==> config.mk <==
export PLATFORM = sky130hd
export DESIGN_NAME = pipeline_hazard_controller_flat
export DESIGN_NICKNAME = d
export VERILOG_FILES = /design/src/rtl/pipeline_hazard_controller_pkg.sv /design/src/rtl/pipeline_hazard_controller_if.sv /design/src/rtl/pipeline_hazard_controller_mem_wait_fsm.sv /design/src/rtl/pipeline_hazard_controller.sv /design/src/flat_wrapper.sv
export SDC_FILE = /design/constraint.sdc
export NUM_CORES = 1
export LEC_CHECK = 0
export CORE_MARGIN = 4
export CORE_UTILIZATION = 50
export CTS_CLUSTER_SIZE = 8
export DETAILED_ROUTE_END_ITERATION = 6
export PLACE_DENSITY_LB_ADDON = 0.08
export SYNTH_ARGS = -nofsm -noshare
export SYNTH_HDL_FRONTEND = slang
export SYNTH_HIERARCHICAL = 1
export SYNTH_SLANG_ARGS = --single-unit
==> constraint.sdc <==
create_clock -name clk -period 5.06 [get_ports clk]
set_input_delay 1.012 -clock clk [delete_from_list [all_inputs] [get_ports clk]]
set_output_delay 1.012 -clock clk [all_outputs]
set_load 0.02 [all_outputs]
==> src/rtl/pipeline_hazard_controller_pkg.sv <==
// Shared FSM state encoding and register constants for the pipeline hazard controller.
package pipeline_hazard_controller_pkg;

    typedef enum logic [1:0] {
        RUN      = 2'd0,
        MEM_WAIT = 2'd1,
        ERROR    = 2'd2
    } hz_state_e;

    localparam logic [4:0] REG_ZERO = 5'd0;

endpackage

==> src/rtl/pipeline_hazard_controller_if.sv <==
// Hazard controller bus between the datapath (master) and the controller (slave).
// Optional HAZARD_PERF_COUNTERS_EN adds three 32-bit performance counters.
interface pipeline_hazard_controller_if;
    logic [4:0] id_rs1_address;
    logic [4:0] id_rs2_address;
    logic       id_uses_rs1;
    logic       id_uses_rs2;
    logic [4:0] ex_rd_address;
    logic       ex_mem_read;
    logic       ex_redirect;
    logic       mem_req;
    logic       mem_ready;
    logic       pc_wren;
    logic       if_id_wren;
    logic       id_ex_wren;
    logic       ex_mem_wren;
    logic       mem_wb_wren;
    logic       if_id_flush;
    logic       id_ex_flush;
    logic       mem_stall;
    logic       mem_timeout;
`ifdef HAZARD_PERF_COUNTERS_EN
    logic [31:0] perf_mem_stall_cycles;
    logic [31:0] perf_load_use_bubbles;
    logic [31:0] perf_redirects;

    modport master (
        output id_rs1_address, id_rs2_address, id_uses_rs1, id_uses_rs2,
               ex_rd_address, ex_mem_read, ex_redirect, mem_req, mem_ready,
        input  pc_wren, if_id_wren, id_ex_wren, ex_mem_wren, mem_wb_wren,
               if_id_flush, id_ex_flush, mem_stall, mem_timeout,
               perf_mem_stall_cycles, perf_load_use_bubbles, perf_redirects
    );
    modport slave (
        input  id_rs1_address, id_rs2_address, id_uses_rs1, id_uses_rs2,
               ex_rd_address, ex_mem_read, ex_redirect, mem_req, mem_ready,
        output pc_wren, if_id_wren, id_ex_wren, ex_mem_wren, mem_wb_wren,
               if_id_flush, id_ex_flush, mem_stall, mem_timeout,
               perf_mem_stall_cycles, perf_load_use_bubbles, perf_redirects
    );
`else
    modport master (
        output id_rs1_address, id_rs2_address, id_uses_rs1, id_uses_rs2,
               ex_rd_address, ex_mem_read, ex_redirect, mem_req, mem_ready,
        input  pc_wren, if_id_wren, id_ex_wren, ex_mem_wren, mem_wb_wren,
               if_id_flush, id_ex_flush, mem_stall, mem_timeout
    );
    modport slave (
        input  id_rs1_address, id_rs2_address, id_uses_rs1, id_uses_rs2,
               ex_rd_address, ex_mem_read, ex_redirect, mem_req, mem_ready,
        output pc_wren, if_id_wren, id_ex_wren, ex_mem_wren, mem_wb_wren,
               if_id_flush, id_ex_flush, mem_stall, mem_timeout
    );
`endif
endinterface

==> src/rtl/pipeline_hazard_controller_mem_wait_fsm.sv <==
// RAM handshake FSM: tracks wait cycles, raises the freeze condition and a sticky watchdog error.
module hazard_mem_wait_fsm
    import pipeline_hazard_controller_pkg::*;
#(
    parameter int MEM_TIMEOUT = 255,
    parameter int WAIT_CNT_W  = 16
) (
    input  logic clk,
    input  logic reset_n,
    input  logic i_mem_req,
    input  logic i_mem_ready,
    output logic o_stall,
    output logic o_timeout
);

    localparam logic [WAIT_CNT_W-1:0] CNT_ONE     = WAIT_CNT_W'(1);
    localparam logic [WAIT_CNT_W-1:0] TIMEOUT_VAL = WAIT_CNT_W'(MEM_TIMEOUT);

    hz_state_e               r_state;
    hz_state_e               w_state_next;
    logic [WAIT_CNT_W-1:0]   r_wait_cnt;
    logic [WAIT_CNT_W-1:0]   w_wait_cnt_next;
    logic [WAIT_CNT_W-1:0]   w_wait_cnt_inc;
    logic                    r_timeout;
    logic                    w_timeout_next;

    always_ff @(posedge clk or negedge reset_n) begin
        if (!reset_n) begin
            r_state    <= RUN;
            r_wait_cnt <= '0;
            r_timeout  <= 1'b0;
        end else begin
            r_state    <= w_state_next;
            r_wait_cnt <= w_wait_cnt_next;
            r_timeout  <= w_timeout_next;
        end
    end

    // Saturating increment so the counter can never wrap back below the threshold.
    assign w_wait_cnt_inc = (r_wait_cnt == '1) ? r_wait_cnt : r_wait_cnt + CNT_ONE;

    always_comb begin
        w_state_next    = r_state;
        w_wait_cnt_next = r_wait_cnt;
        w_timeout_next  = r_timeout;
        o_stall         = 1'b0;
        case (r_state)
            RUN: begin
                o_stall = i_mem_req && !i_mem_ready;
                if (i_mem_req && !i_mem_ready) begin
                    w_state_next    = MEM_WAIT;
                    w_wait_cnt_next = CNT_ONE;
                end
            end
            MEM_WAIT: begin
                // mem_req is ignored here: a dropped request still waits for ready.
                o_stall = !i_mem_ready;
                if (i_mem_ready) begin
                    w_state_next    = RUN;
                    w_wait_cnt_next = '0;
                end else begin
                    w_wait_cnt_next = w_wait_cnt_inc;
                    if (w_wait_cnt_inc >= TIMEOUT_VAL) begin
                        w_state_next   = ERROR;
                        w_timeout_next = 1'b1;
                    end
                end
            end
            ERROR: begin
                o_stall = 1'b1;
            end
            default: begin
                w_state_next = RUN;
            end
        endcase
    end

    assign o_timeout = r_timeout;

endmodule

==> src/rtl/pipeline_hazard_controller.sv <==
// Pipeline hazard controller: per-stage write enables and flushes for stalls, redirects and load-use.
// Optional HAZARD_PERF_COUNTERS_EN adds stall/bubble/redirect performance counters.
module pipeline_hazard_controller
    import pipeline_hazard_controller_pkg::*;
#(
    parameter int MEM_TIMEOUT = 255,
    parameter int WAIT_CNT_W  = 16
) (
    input  logic                          clk,
    input  logic                          reset_n,
    pipeline_hazard_controller_if.slave   hz
);

    logic w_stall;
    logic w_timeout;
    logic w_load_use;
    logic w_redirect_case;
    logic w_load_use_case;

    hazard_mem_wait_fsm #(
        .MEM_TIMEOUT (MEM_TIMEOUT),
        .WAIT_CNT_W  (WAIT_CNT_W)
    ) u_fsm (
        .clk         (clk),
        .reset_n     (reset_n),
        .i_mem_req   (hz.mem_req),
        .i_mem_ready (hz.mem_ready),
        .o_stall     (w_stall),
        .o_timeout   (w_timeout)
    );

    assign w_load_use = hz.ex_mem_read && (hz.ex_rd_address != REG_ZERO) &&
                        ((hz.id_uses_rs1 && (hz.id_rs1_address == hz.ex_rd_address)) ||
                         (hz.id_uses_rs2 && (hz.id_rs2_address == hz.ex_rd_address)));

    assign w_redirect_case = reset_n && !w_stall && hz.ex_redirect;
    assign w_load_use_case = reset_n && !w_stall && !hz.ex_redirect && w_load_use;

    always_comb begin
        hz.pc_wren     = 1'b0;
        hz.if_id_wren  = 1'b0;
        hz.id_ex_wren  = 1'b0;
        hz.ex_mem_wren = 1'b0;
        hz.mem_wb_wren = 1'b0;
        hz.if_id_flush = 1'b0;
        hz.id_ex_flush = 1'b0;
        // A frozen EX defers redirect and load-use; they re-evaluate on release.
        if (!reset_n || w_stall) begin
            hz.pc_wren = 1'b0;
        end else if (hz.ex_redirect) begin
            hz.pc_wren     = 1'b1;
            hz.if_id_wren  = 1'b1;
            hz.id_ex_wren  = 1'b1;
            hz.ex_mem_wren = 1'b1;
            hz.mem_wb_wren = 1'b1;
            hz.if_id_flush = 1'b1;
            hz.id_ex_flush = 1'b1;
        end else if (w_load_use) begin
            hz.id_ex_flush = 1'b1;
            hz.ex_mem_wren = 1'b1;
            hz.mem_wb_wren = 1'b1;
        end else begin
            hz.pc_wren     = 1'b1;
            hz.if_id_wren  = 1'b1;
            hz.id_ex_wren  = 1'b1;
            hz.ex_mem_wren = 1'b1;
            hz.mem_wb_wren = 1'b1;
        end
    end

    assign hz.mem_stall   = reset_n && w_stall;
    assign hz.mem_timeout = w_timeout;

`ifdef HAZARD_PERF_COUNTERS_EN
    logic [31:0] r_perf_stall;
    logic [31:0] r_perf_bubble;
    logic [31:0] r_perf_redirect;

    always_ff @(posedge clk or negedge reset_n) begin
        if (!reset_n) begin
            r_perf_stall    <= '0;
            r_perf_bubble   <= '0;
            r_perf_redirect <= '0;
        end else begin
            if (w_stall)         r_perf_stall    <= r_perf_stall + 32'd1;
            if (w_load_use_case) r_perf_bubble   <= r_perf_bubble + 32'd1;
            if (w_redirect_case) r_perf_redirect <= r_perf_redirect + 32'd1;
        end
    end

    assign hz.perf_mem_stall_cycles = r_perf_stall;
    assign hz.perf_load_use_bubbles = r_perf_bubble;
    assign hz.perf_redirects        = r_perf_redirect;
`else
    logic w_unused_cases;
    assign w_unused_cases = w_redirect_case ^ w_load_use_case;
`endif

endmodule

==> src/flat_wrapper.sv <==
// flat-port wrapper written by rule: the top's interface ports become plain ports
module pipeline_hazard_controller_flat import pipeline_hazard_controller_pkg::*;
#(
    parameter int MEM_TIMEOUT = 255,
    parameter int WAIT_CNT_W  = 16
)
  (clk, reset_n, hz_id_rs1_address, hz_id_rs2_address, hz_id_uses_rs1, hz_id_uses_rs2, hz_ex_rd_address, hz_ex_mem_read, hz_ex_redirect, hz_mem_req, hz_mem_ready, hz_pc_wren, hz_if_id_wren, hz_id_ex_wren, hz_ex_mem_wren, hz_mem_wb_wren, hz_if_id_flush, hz_id_ex_flush, hz_mem_stall, hz_mem_timeout);
  pipeline_hazard_controller_if hz_i ();
  input  logic clk;
  input  logic reset_n;
  input wire logic [$bits(hz_i.id_rs1_address)-1:0] hz_id_rs1_address;
  input wire logic [$bits(hz_i.id_rs2_address)-1:0] hz_id_rs2_address;
  input wire logic [$bits(hz_i.id_uses_rs1)-1:0] hz_id_uses_rs1;
  input wire logic [$bits(hz_i.id_uses_rs2)-1:0] hz_id_uses_rs2;
  input wire logic [$bits(hz_i.ex_rd_address)-1:0] hz_ex_rd_address;
  input wire logic [$bits(hz_i.ex_mem_read)-1:0] hz_ex_mem_read;
  input wire logic [$bits(hz_i.ex_redirect)-1:0] hz_ex_redirect;
  input wire logic [$bits(hz_i.mem_req)-1:0] hz_mem_req;
  input wire logic [$bits(hz_i.mem_ready)-1:0] hz_mem_ready;
  output wire logic [$bits(hz_i.pc_wren)-1:0] hz_pc_wren;
  output wire logic [$bits(hz_i.if_id_wren)-1:0] hz_if_id_wren;
  output wire logic [$bits(hz_i.id_ex_wren)-1:0] hz_id_ex_wren;
  output wire logic [$bits(hz_i.ex_mem_wren)-1:0] hz_ex_mem_wren;
  output wire logic [$bits(hz_i.mem_wb_wren)-1:0] hz_mem_wb_wren;
  output wire logic [$bits(hz_i.if_id_flush)-1:0] hz_if_id_flush;
  output wire logic [$bits(hz_i.id_ex_flush)-1:0] hz_id_ex_flush;
  output wire logic [$bits(hz_i.mem_stall)-1:0] hz_mem_stall;
  output wire logic [$bits(hz_i.mem_timeout)-1:0] hz_mem_timeout;
  assign hz_i.id_rs1_address = hz_id_rs1_address;
  assign hz_i.id_rs2_address = hz_id_rs2_address;
  assign hz_i.id_uses_rs1 = hz_id_uses_rs1;
  assign hz_i.id_uses_rs2 = hz_id_uses_rs2;
  assign hz_i.ex_rd_address = hz_ex_rd_address;
  assign hz_i.ex_mem_read = hz_ex_mem_read;
  assign hz_i.ex_redirect = hz_ex_redirect;
  assign hz_i.mem_req = hz_mem_req;
  assign hz_i.mem_ready = hz_mem_ready;
  assign hz_pc_wren = hz_i.pc_wren;
  assign hz_if_id_wren = hz_i.if_id_wren;
  assign hz_id_ex_wren = hz_i.id_ex_wren;
  assign hz_ex_mem_wren = hz_i.ex_mem_wren;
  assign hz_mem_wb_wren = hz_i.mem_wb_wren;
  assign hz_if_id_flush = hz_i.if_id_flush;
  assign hz_id_ex_flush = hz_i.id_ex_flush;
  assign hz_mem_stall = hz_i.mem_stall;
  assign hz_mem_timeout = hz_i.mem_timeout;
  pipeline_hazard_controller #(.MEM_TIMEOUT(MEM_TIMEOUT), .WAIT_CNT_W(WAIT_CNT_W)) u_core (.clk(clk), .reset_n(reset_n), .hz(hz_i));
endmodule
==> metrics <==
outcome completed; worst slack, placed roughly 1000 ps; iteration count of the initial detailed-routing pass 4; Net Sw Frac 32.5%; Die X roughly 62 um; final hold violations 0; Routed Wire Length ~3700 um; Synth Flop Type dfrtp_1; Worst-Skew Late Latency between 200 and 300 ps; Clock power frac ~22%; Setup TNS 0 ps; syn_area_per_cell ~8.2 um2; Yosys reg bits 19; drt wl/cell 15.8 um; Clock Tree Buf Depth 2; Inserted Diodes 0; I/O Buffers 31; top-count cell post-synth dfrtp_1; first-pass GRT wire length 5910 um; remaining antenna violation count 0; CP Cell Sequence clkdlybuf4s50_1 > or4_1 > o21ai_1 > o31a_1 > clkdlybuf4s50_1; final worst slack between 1000 and 1500 ps; Initial Util a little over half; largest net degree at the start of global routing 22; Final Max Tran Viols 0; Worst EP arrival 3030 ps; vias in the first global route 1271; most instantiated cells after synthesis dfrtp_1, nor2_1, o21ai_0; core area 2760 um2; Worst slew margin between 60 and 70%; GRT overflow 0; post-synthesis sequential area ratio approximately a third; Area contributors post-synth dfrtp_1, xor2_1, nor2_1; TritonCTS clock tree done; TritonCTS buffer count 3; Post-Syn Area about 1400 um2; Leak 0.680 nW; crit-path most repeated cell clkdlybuf4s50_1; Crit-path slowest cell clkdlybuf4s50_1; die area around 3800 um2; Sw Pwr 0.114 mW; Max Freq about 250 MHz; post-synthesis async set-or-reset flop share 100%; hold slack between 500 and 600 ps; nets 226; DR DRC count 0; initial antenna violation count 0; CP endpoint kind output port; syn nets 200; Yosys Warn Count 6; Logic pwr share 28.5%; Worst-path clk slew approximately 110 ps; top-area cell type share of the netlist area between 30% and 40%; CP max stage delay around 620 ps; cts repair resizes 0; area leader, netlist dfrtp_1; Cells after Synth about 180; post-detail-place hpwl ~2800 um; Root Buffer clkbuf_4; fill cell count approximately 260; Seq pwr share approximately 50%; Cell Area, Placed approximately 1700 um2; Final Cell Area ~1800 um2; power per cell area 199 nW/um2; # setup viols final 0; Post-CTS Hold Fix Bufs 0; area delta synth->final 22.9%; RSZ-0062 raised after global routing no; all-layer global routing usage a little over a fifth; period utilisation layout about 80%; CP startpoint kind input pin; critical path type in2out; Unique masters post-synth 45; Die Ht roughly 62 um; clk_skew about 1.9 ps; Worst Path Required around 4000 ps; number of synthesized flops with an enable pin 0; Iteration-0 DRC Markers about 110; Core Util, Final between 60% and 70%; max-cap violations 0; design internal power around 0.24 mW; H-tree depth 1; R2R Setup Slk between 2000 and 3000 ps; routability cong. around 0.88; num ports 32; slew at the pin with the worst max-slew slack around 520 ps; Final Critical Period 4040 ps; Placement Rows 19; Max VDD drop 0.000199 V; vias ~1400; postcts setup bufs 0; largest fanout on the critical path 3; worst hold path type reg2reg; Via density roughly 6; share of layout cells above drive strength 1 under 10%; Clock Sinks 19
[registers in the layout, indices dropped and copies added, names as in the netlist]
signal	count
u_core/u_fsm/o_timeout	1
u_core/u_fsm/r_wait_cnt	16
u_core/u_fsm/r_state	2
[logic make-up after synthesis]
| group | share of synthesized area [%] |
|---|---|
| and+or+nand+nor | 26.5 |
| AOI/OAI and AO/OA | 23.8 |
| DFF | 33.1 |
| buffers and inverters | 5.92 |
| xor gates and xnor gates | 9.15 |
| muxes | 0.697 |
| adders and majority gates | 0.871 |
[power by group through the flow]
stage / logic [mW] / registers (mW) / clock network [mW]
global placement: 0.0980 / 0.177 / 0
global route: 0.110 / 0.178 / 0.0922
CTS: 0.100 / 0.175 / 0.0813
finish: 0.100 / 0.176 / 0.0759
detailed placement: 0.100 / 0.178 / 0
floorplan: 0.0653 / 0.169 / 0
[metal layers]
metal | routed length, um | track usage, % | up-vias | share of wire [%]
li1 | - | - | 694 | -
met1 | 1640 | 28.7 | 676 | 45
met2 | 1750 | 33.9 | 53 | 48
met3 | 235 | 3.14 | 6 | 6.4
met4 | 42 | 6.67 | 0 | 1.1
met5 | 0 | 0 | - | 0
[critical path: cells and delay by family]
| family | cells | cell delay, ps |
|---|---|---|
| buffers and inverters | 2 | 1080 |
| AOI/OAI and AO/OA | 2 | 330 |
| and+or+nand+nor | 1 | 600 |
[cell type report]
cell class	instances	area [um2]	area share, %
Tap cell	31	38.8	2.20
Multi-Input combinational cell	139	876	49.6
Timing Repair Buffer	33	325	18.4
Inverter	6	22.5	1.28
Clock inverter	1	5.00	0.283
Sequential cell	19	475	26.9
Clock buffer	3	22.5	1.28
[per-stage QoR]
step | power [mW] | instances
floorplan | 0.234 | 176
global placement | 0.275 | 228
detailed placement | 0.278 | 228
CTS | 0.357 | 232
global route | 0.380 | 232
finish | 0.352 | 232
[cells in the final DEF (no fill, tap or decap), drive strengths merged, types with 2 or more instances in the layout]
master,netlist,layout
nor2b,2,2
o2111ai,2,2
clkbuf,4,3
nor4,6,6
a21oi,10,10
or2,2,2
a31oi,5,5
dfrtp,19,19
a22o,2,2
nand2,11,11
nand4,3,3
o21ai,18,18
nand2b,2,2
and3,4,4
or4,2,2
xor2,9,9
xnor2,6,6
and2,4,4
a41oi,2,2
o22a,2,2
nand3,7,7
buf,8,2
nor3,5,5
nor2,18,18
clkdlybuf4s50,0,31
inv,6,6
o31ai,3,3
[path summary, 6_finish.rpt]
| path | from | to | cells after the start |
|---|---|---|---|
| worst min-delay path | u_core/u_fsm/o_timeout | u_core/u_fsm/o_timeout | 2 |
| min in group asynchronous | reset_n | u_core/u_fsm/r_wait_cnt[0] | 2 |
| worst max register to register | u_core/u_fsm/r_wait_cnt[0] | u_core/u_fsm/r_state[0] | 6 |
| worst max-delay path | hz_ex_rd_address[3] | hz_if_id_wren | 5 |
| worst min register to register | u_core/u_fsm/o_timeout | u_core/u_fsm/o_timeout | 2 |
| max in group asynchronous | reset_n | u_core/u_fsm/o_timeout | 2 |
Note: power is estimated with default switching activity, not from simulation.
